**config.mk**
```make
export PLATFORM = sky130hd
export DESIGN_NAME = sdr_cmd_decoder
export DESIGN_NICKNAME = d
export VERILOG_FILES = /design/src/rtl/sdr_cmd_decoder.sv
export SDC_FILE = /design/constraint.sdc
export NUM_CORES = 1
export LEC_CHECK = 0
export BUFFER_PORTS_ARGS = -buffer_cell sky130_fd_sc_hd__buf_2
export CORE_MARGIN = 2
export CORE_UTILIZATION = 40
export CTS_BUF_LIST = sky130_fd_sc_hd__clkbuf_2
export CTS_CLUSTER_DIAMETER = 40
export DETAILED_ROUTE_END_ITERATION = 6
export GPL_TIMING_DRIVEN = 0
export SKIP_CTS_REPAIR_TIMING = 1
export SYNTH_ARGS = -nofsm -noshare
export SYNTH_HDL_FRONTEND = slang
export SYNTH_SLANG_ARGS = --single-unit
```
**constraint.sdc**
```tcl
create_clock -name sdram_clk -period 1.7 [get_ports sdram_clk]
set_input_delay 0.17 -clock sdram_clk [delete_from_list [all_inputs] [get_ports sdram_clk]]
set_output_delay 0.17 -clock sdram_clk [all_outputs]
set_load 0.02 [all_outputs]
```
**src/rtl/sdr_cmd_decoder.sv**
```systemverilog
// Passive SDRAM command-bus decoder: registers the decoded command, tracks per-bank
// open state and tRCD spacing, the refresh interval and the CAS-latency read window,
// and raises sticky protocol-violation flags. Drives nothing onto the bus.
module sdr_cmd_decoder #(
  parameter int unsigned P_BANKS = 4,
  parameter int unsigned P_AW    = 13,
  parameter int unsigned P_TRCD  = 3,
  parameter int unsigned P_BL    = 1
) (
  input  logic               sdram_clk,
  input  logic               reset_n,
  input  logic               sdr_cke,
  input  logic               sdr_cs_n,
  input  logic               sdr_ras_n,
  input  logic               sdr_cas_n,
  input  logic               sdr_we_n,
  input  logic [1:0]         sdr_ba,
  input  logic [P_AW-1:0]    sdr_addr,
  input  logic [2:0]         cfg_sdr_cas,
  input  logic [11:0]        cfg_sdr_rfsh,
  input  logic               err_clr,
  output logic [3:0]         cmd_o,
  output logic [1:0]         cmd_bank_o,
  output logic [P_BANKS-1:0] bank_open_o,
  output logic               rd_data_valid,
  output logic [15:0]        rfsh_cnt_o,
  output logic [4:0]         err_o
);

  localparam int unsigned     LP_TW        = (P_TRCD > 2) ? $clog2(P_TRCD) : 1;
  localparam logic [LP_TW-1:0] LP_TRCD_LOAD = LP_TW'(P_TRCD - 1);
  // Burst window pattern; windows reaching past the 8-bit register are clipped.
  localparam logic [7:0]      LP_BL_MASK   = 8'((16'd1 << P_BL) - 16'd1);

  typedef enum logic [3:0] {
    CmdDesel = 4'd0,
    CmdNop   = 4'd1,
    CmdAct   = 4'd2,
    CmdRead  = 4'd3,
    CmdWrite = 4'd4,
    CmdPre   = 4'd5,
    CmdRef   = 4'd6,
    CmdMrs   = 4'd7,
    CmdBst   = 4'd8
  } cmd_e;

  cmd_e               w_cmd;
  cmd_e               r_cmd;
  logic [1:0]         r_bank;
  logic [P_BANKS-1:0] r_open;
  logic [P_BANKS-1:0] w_open_nxt;
  logic [LP_TW-1:0]   r_trcd     [P_BANKS];
  logic [LP_TW-1:0]   w_trcd_nxt [P_BANKS];
  logic [4:0]         r_err;
  logic [4:0]         w_err_set;
  logic [4:0]         w_err_nxt;
  logic [11:0]        r_rint;
  logic [11:0]        w_rint_nxt;
  logic [15:0]        r_rcnt;
  logic [15:0]        w_rcnt_nxt;
  logic [7:0]         r_sh;
  logic [7:0]         w_sh_nxt;
  logic [2:0]         w_cas_eff;
  logic               w_a10;

  assign w_a10         = sdr_addr[10];
  assign cmd_o         = r_cmd;
  assign cmd_bank_o    = r_bank;
  assign bank_open_o   = r_open;
  assign rd_data_valid = r_sh[0];
  assign rfsh_cnt_o    = r_rcnt;
  assign err_o         = r_err;

  // Decode the sampled bus pins into a command code; cke low masks everything to NOP.
  always_comb begin
    w_cmd = CmdNop;
    if (!sdr_cke) begin
      w_cmd = CmdNop;
    end else if (sdr_cs_n) begin
      w_cmd = CmdDesel;
    end else begin
      case ({sdr_ras_n, sdr_cas_n, sdr_we_n})
        3'b111:  w_cmd = CmdNop;
        3'b011:  w_cmd = CmdAct;
        3'b101:  w_cmd = CmdRead;
        3'b100:  w_cmd = CmdWrite;
        3'b010:  w_cmd = CmdPre;
        3'b001:  w_cmd = CmdRef;
        3'b000:  w_cmd = CmdMrs;
        default: w_cmd = CmdBst;
      endcase
    end
  end

  // Next bank state, tRCD counters and the protocol violations raised this cycle.
  always_comb begin
    w_open_nxt = r_open;
    w_err_set  = '0;
    for (int b = 0; b < P_BANKS; b++) begin
      w_trcd_nxt[b] = (r_trcd[b] != '0) ? r_trcd[b] - LP_TW'(1) : '0;
    end
    case (w_cmd)
      CmdAct: begin
        w_err_set[0]       = r_open[sdr_ba];
        w_open_nxt[sdr_ba] = 1'b1;
        w_trcd_nxt[sdr_ba] = LP_TRCD_LOAD;
      end
      CmdRead, CmdWrite: begin
        w_err_set[1] = ~r_open[sdr_ba];
        w_err_set[2] = (r_trcd[sdr_ba] != '0);
        if (w_a10) begin
          w_open_nxt[sdr_ba] = 1'b0;
        end
      end
      CmdPre: begin
        if (w_a10) begin
          w_open_nxt = '0;
        end else begin
          w_open_nxt[sdr_ba] = 1'b0;
        end
      end
      CmdRef: begin
        w_err_set[3] = |r_open;
      end
      default: ;
    endcase
    // A REF landing exactly on the limit still counts as on time.
    if ((cfg_sdr_rfsh != 12'd0) && (r_rint == cfg_sdr_rfsh) && (w_cmd != CmdRef)) begin
      w_err_set[4] = 1'b1;
    end
    // A violation in the clearing cycle survives the clear.
    w_err_nxt = (err_clr ? 5'd0 : r_err) | w_err_set;
  end

  // Next refresh interval / REF count and read-window shift register.
  always_comb begin
    w_cas_eff  = (cfg_sdr_cas == 3'd0) ? 3'd1 : cfg_sdr_cas;
    w_rint_nxt = (r_rint == 12'hFFF) ? r_rint : r_rint + 12'd1;
    w_rcnt_nxt = r_rcnt;
    if (w_cmd == CmdRef) begin
      w_rint_nxt = '0;
      w_rcnt_nxt = r_rcnt + 16'd1;
    end
    // Bit 0 is the current cycle; bit n becomes valid n edges from now.
    w_sh_nxt = {1'b0, r_sh[7:1]};
    if (w_cmd == CmdRead) begin
      w_sh_nxt = w_sh_nxt | (LP_BL_MASK << w_cas_eff);
    end else if (w_cmd == CmdBst) begin
      w_sh_nxt = '0;
    end
  end

  // Register the decoded command and its bank.
  always_ff @(posedge sdram_clk or negedge reset_n) begin
    if (!reset_n) begin
      r_cmd  <= CmdNop;
      r_bank <= '0;
    end else begin
      r_cmd  <= w_cmd;
      r_bank <= sdr_ba;
    end
  end

  // Bank open state, tRCD counters and sticky error flags.
  always_ff @(posedge sdram_clk or negedge reset_n) begin
    if (!reset_n) begin
      r_open <= '0;
      r_err  <= '0;
      for (int b = 0; b < P_BANKS; b++) begin
        r_trcd[b] <= '0;
      end
    end else begin
      r_open <= w_open_nxt;
      r_err  <= w_err_nxt;
      for (int b = 0; b < P_BANKS; b++) begin
        r_trcd[b] <= w_trcd_nxt[b];
      end
    end
  end

  // Refresh interval, REF count and read-window state.
  always_ff @(posedge sdram_clk or negedge reset_n) begin
    if (!reset_n) begin
      r_rint <= '0;
      r_rcnt <= '0;
      r_sh   <= '0;
    end else begin
      r_rint <= w_rint_nxt;
      r_rcnt <= w_rcnt_nxt;
      r_sh   <= w_sh_nxt;
    end
  end

endmodule
```
==> results.toml <==
[setup_path]
arrival_ps = 1960
critPathTopFamily = "simple AND/OR/NAND/NOR gates"
critPathCaptureType = "flop"
max_stage_delay_ps = 530
crit_chain = "dlygate4sd3_1 > buf_2 > nand4bb_2 > nor3_2 > nand4_1 > xnor2_1"
cp.required_ps = 2100
slowest_stage = "dlygate4sd3_1"
critical_path_class = "input pin to flop"
worst-path-max-fanout = 7
critPathLaunchType = "input pin"
crit_buf_inv = 2
reg2reg_slack_ps = 140

[power_and_ir_drop]
power.total_w = 0.003699
pwr-share-seq = 0.492
p_comb_frac = 0.215
ir_drop_mv = 0.5137
pwr_density_cell_nw_per_um2 = 1058
p_leak_nw = 1.693
intPower_w = 0.002425
switching_share = 0.3443
clkPwrFrac = 0.293
switchingPower_w = 0.001273

[placed_design]
port_buffers = 56
place_hpwl_um = 4271
gp_congestion = 0.8005
pre_cts_slack_ps = 70.48

[detailed_routing]
antenna_left = 0
vias = 2329
drcViolationCount = 0
avgViaCountPerCell = 5.107
wl_per_cell_um = 13.45
drt_pass1_iterations = 4
detail_route.iter0.violations = 119
wl_um = 6132

[floorplanning]
die-area_um2 = 7853
core_area_um2 = 6869
dieWidth_um = 88.62
num_rows = 30
io_pins = 70
initial_core_util = 0.4169
die_h_um = 88.62

[logic_synthesis]
synth_commonest_cells = "58 x dfrtp_1, 27 x nand2_1, 18 x nor2_1"
postSynthCellCount = 281
synth.distinct_cells = 47
synth_edf_count = 0
synth_top_cell_area_share = 0.5068
syn_nets = 321
ys_ff_latch = 59
syn_avg_cell_area_um2 = 10.19
yosysMostFrequentCell = "dfrtp_1"
netlist_area_um2 = 2864
yosysWarningCount = 0
ys.flop_type = "dfrtp_1"
synth_area_leaders = "dfrtp_1 51%, xnor2_1 5.2%, xor2_1 4.0%"
async_flop_share = 1.000
seq_area_frac_synth = 0.5159
yosysTopAreaCell = "dfrtp_1"

[sta]
slew_headroom = 0.4853
tightest_slew_ps = 772.1
hold_viol = 0
slew_viol_final = 0
setup_tns_ps = 0
finClkSkew_ps = 14.97
rsz0062_at_grt = "false"
fin_ws_ps = 138.9
setup_viol = 0
finalCritPeriodShare = 0.9183
max_freq_mhz = 640.6
period_needed_ps = 1561

[finish]
final_nets = 395
area_delta_synth_final_pct = 22.02
drive_gt1_frac = 0.2583
antenna_cells = 0

[grt]
grt_max_degree = 60
grt_pass1_wl_um = 10060
grtUsageTotal = 0.1686
grt-ovfl-total = 0
grt_pass1_vias = 2162
antenna_found_initial = 0

[cts]
insertion_delay_ps = 470
numCtsBuffers = 9
ctsHtreeMaxLevel = 3
clockBufferDepth = 2
clk_pin_slew_ps = 210
cts_num_sinks = 59
cts-root-buf = "clkbuf_2"
cts_tree = "done"

[status]
outcome = "finished clean"

[flow_run]
maxCapViolCount = 0

[worst_hold_path]
hold_class = "input pin to flop"
power groups by stage:
| stage | combinational, W | clock, W | sequential [W] |
|---|---|---|---|
| after floorplan | 0.000463 | 0 | 0.00186 |
| after global placement | 0.000762 | 0 | 0.00183 |
| after detailed placement | 0.000782 | 0 | 0.00184 |
| after CTS | 0.000786 | 0.00112 | 0.00181 |
| after global routing | 0.000896 | 0.00117 | 0.00186 |
| final | 0.000795 | 0.00108 | 0.00182 |
worst register-to-register path, delay by kind of cell, from the launching register on:
family / cells / cell delay (ps)
AND/OR/NAND/NOR: 3 / 640
AO/OA/AOI/OAI: 1 / 150
adder cells (fa/ha/maj): 1 / 250
flip-flops: 1 / 450
layout by cell type, fill, tap and decap left out, types with 2 or more instances in the layout:
master,count
o21ai_1,4
nor4_1,6
dfrtp_1,56
o22ai_1,4
nand3b_1,4
a31oi_1,3
and2_1,2
clkinv_4,2
bufinv_16,2
clkbuf_1,3
a21oi_1,9
xnor2_1,17
clkbuf_2,9
dlygate4sd3_1,8
o31ai_1,3
nand4_1,16
nor3_1,3
xor2_1,13
o21a_1,3
mux2i_1,3
and4_1,4
buf_2,62
a211oi_1,4
nand2b_1,3
dfrtp_2,2
and3b_1,5
nor2b_1,3
inv_1,13
nand2_1,27
and3_1,5
nand3_1,11
or3_1,2
o21ai_0,7
nor2_1,18
inv_6,2
path summary, 6_finish.rpt:
check                          startpoint              to  cells past startpoint
min in group asynchronous         reset_n   rfsh_cnt_o[5]                      2
hold reg to reg                   r_sh[7]         r_sh[6]                      2
hold / removal             cfg_sdr_cas[1]         r_sh[7]                      3
setup / recovery                 sdr_cs_n  rfsh_cnt_o[11]                      6
max in group asynchronous         reset_n       r_rint[0]                      2
setup reg to reg                r_rint[1]      r_rint[10]                      5
registers in the layout, summed over array words and instances, names as in the netlist:
register and cells:
cmd_bank_o 2, bank_open_o 4, r_trcd 8, err_o 5
cmd_o 4, r_sh 8, r_rint 12, rfsh_cnt_o 16
cells by family after synthesis:
kind of cell,after synthesis,share of synthesized area
fa+ha+maj,2,0.008736
xor+xnor,30,0.09174
flops,59,0.5159
simple gates,118,0.2311
compound gates,42,0.09174
mux,5,0.02228
buf+inv,25,0.03844
layer usage:
layer,routed length (um),global-route usage,vias to the layer above
met5,0,0,-
li1,-,-,1150
met1,3043,0.2355,1106
met2,2741,0.2529,64
met4,105,0.07989,0
met3,242,0.03265,9
cell type report:
type | instances | area [um2]
repair buffers | 64 | 362.8
clock inverters | 7 | 100.1
multi-input cells | 197 | 1280
fillers | 666 | 3374
plain buffers | 11 | 57.56
flip-flops and latches | 59 | 1480
inverters | 13 | 48.80
well taps | 96 | 120.1
clock buffers | 9 | 45.04
through the flow:
step	std cells	util	instance area (um2)	hold slack (ps)
detailed placement	433	0.4752	3264	317.6
CTS	449	0.4964	3410	-228.3
global placement	433	0.4752	3264	317.0
finish	456	0.5087	3495	24.01
floorplan	281	-	2864	-125.6
global route	456	0.5087	3495	1.745
No activity file was read; power rests on OpenSTA's default activity.
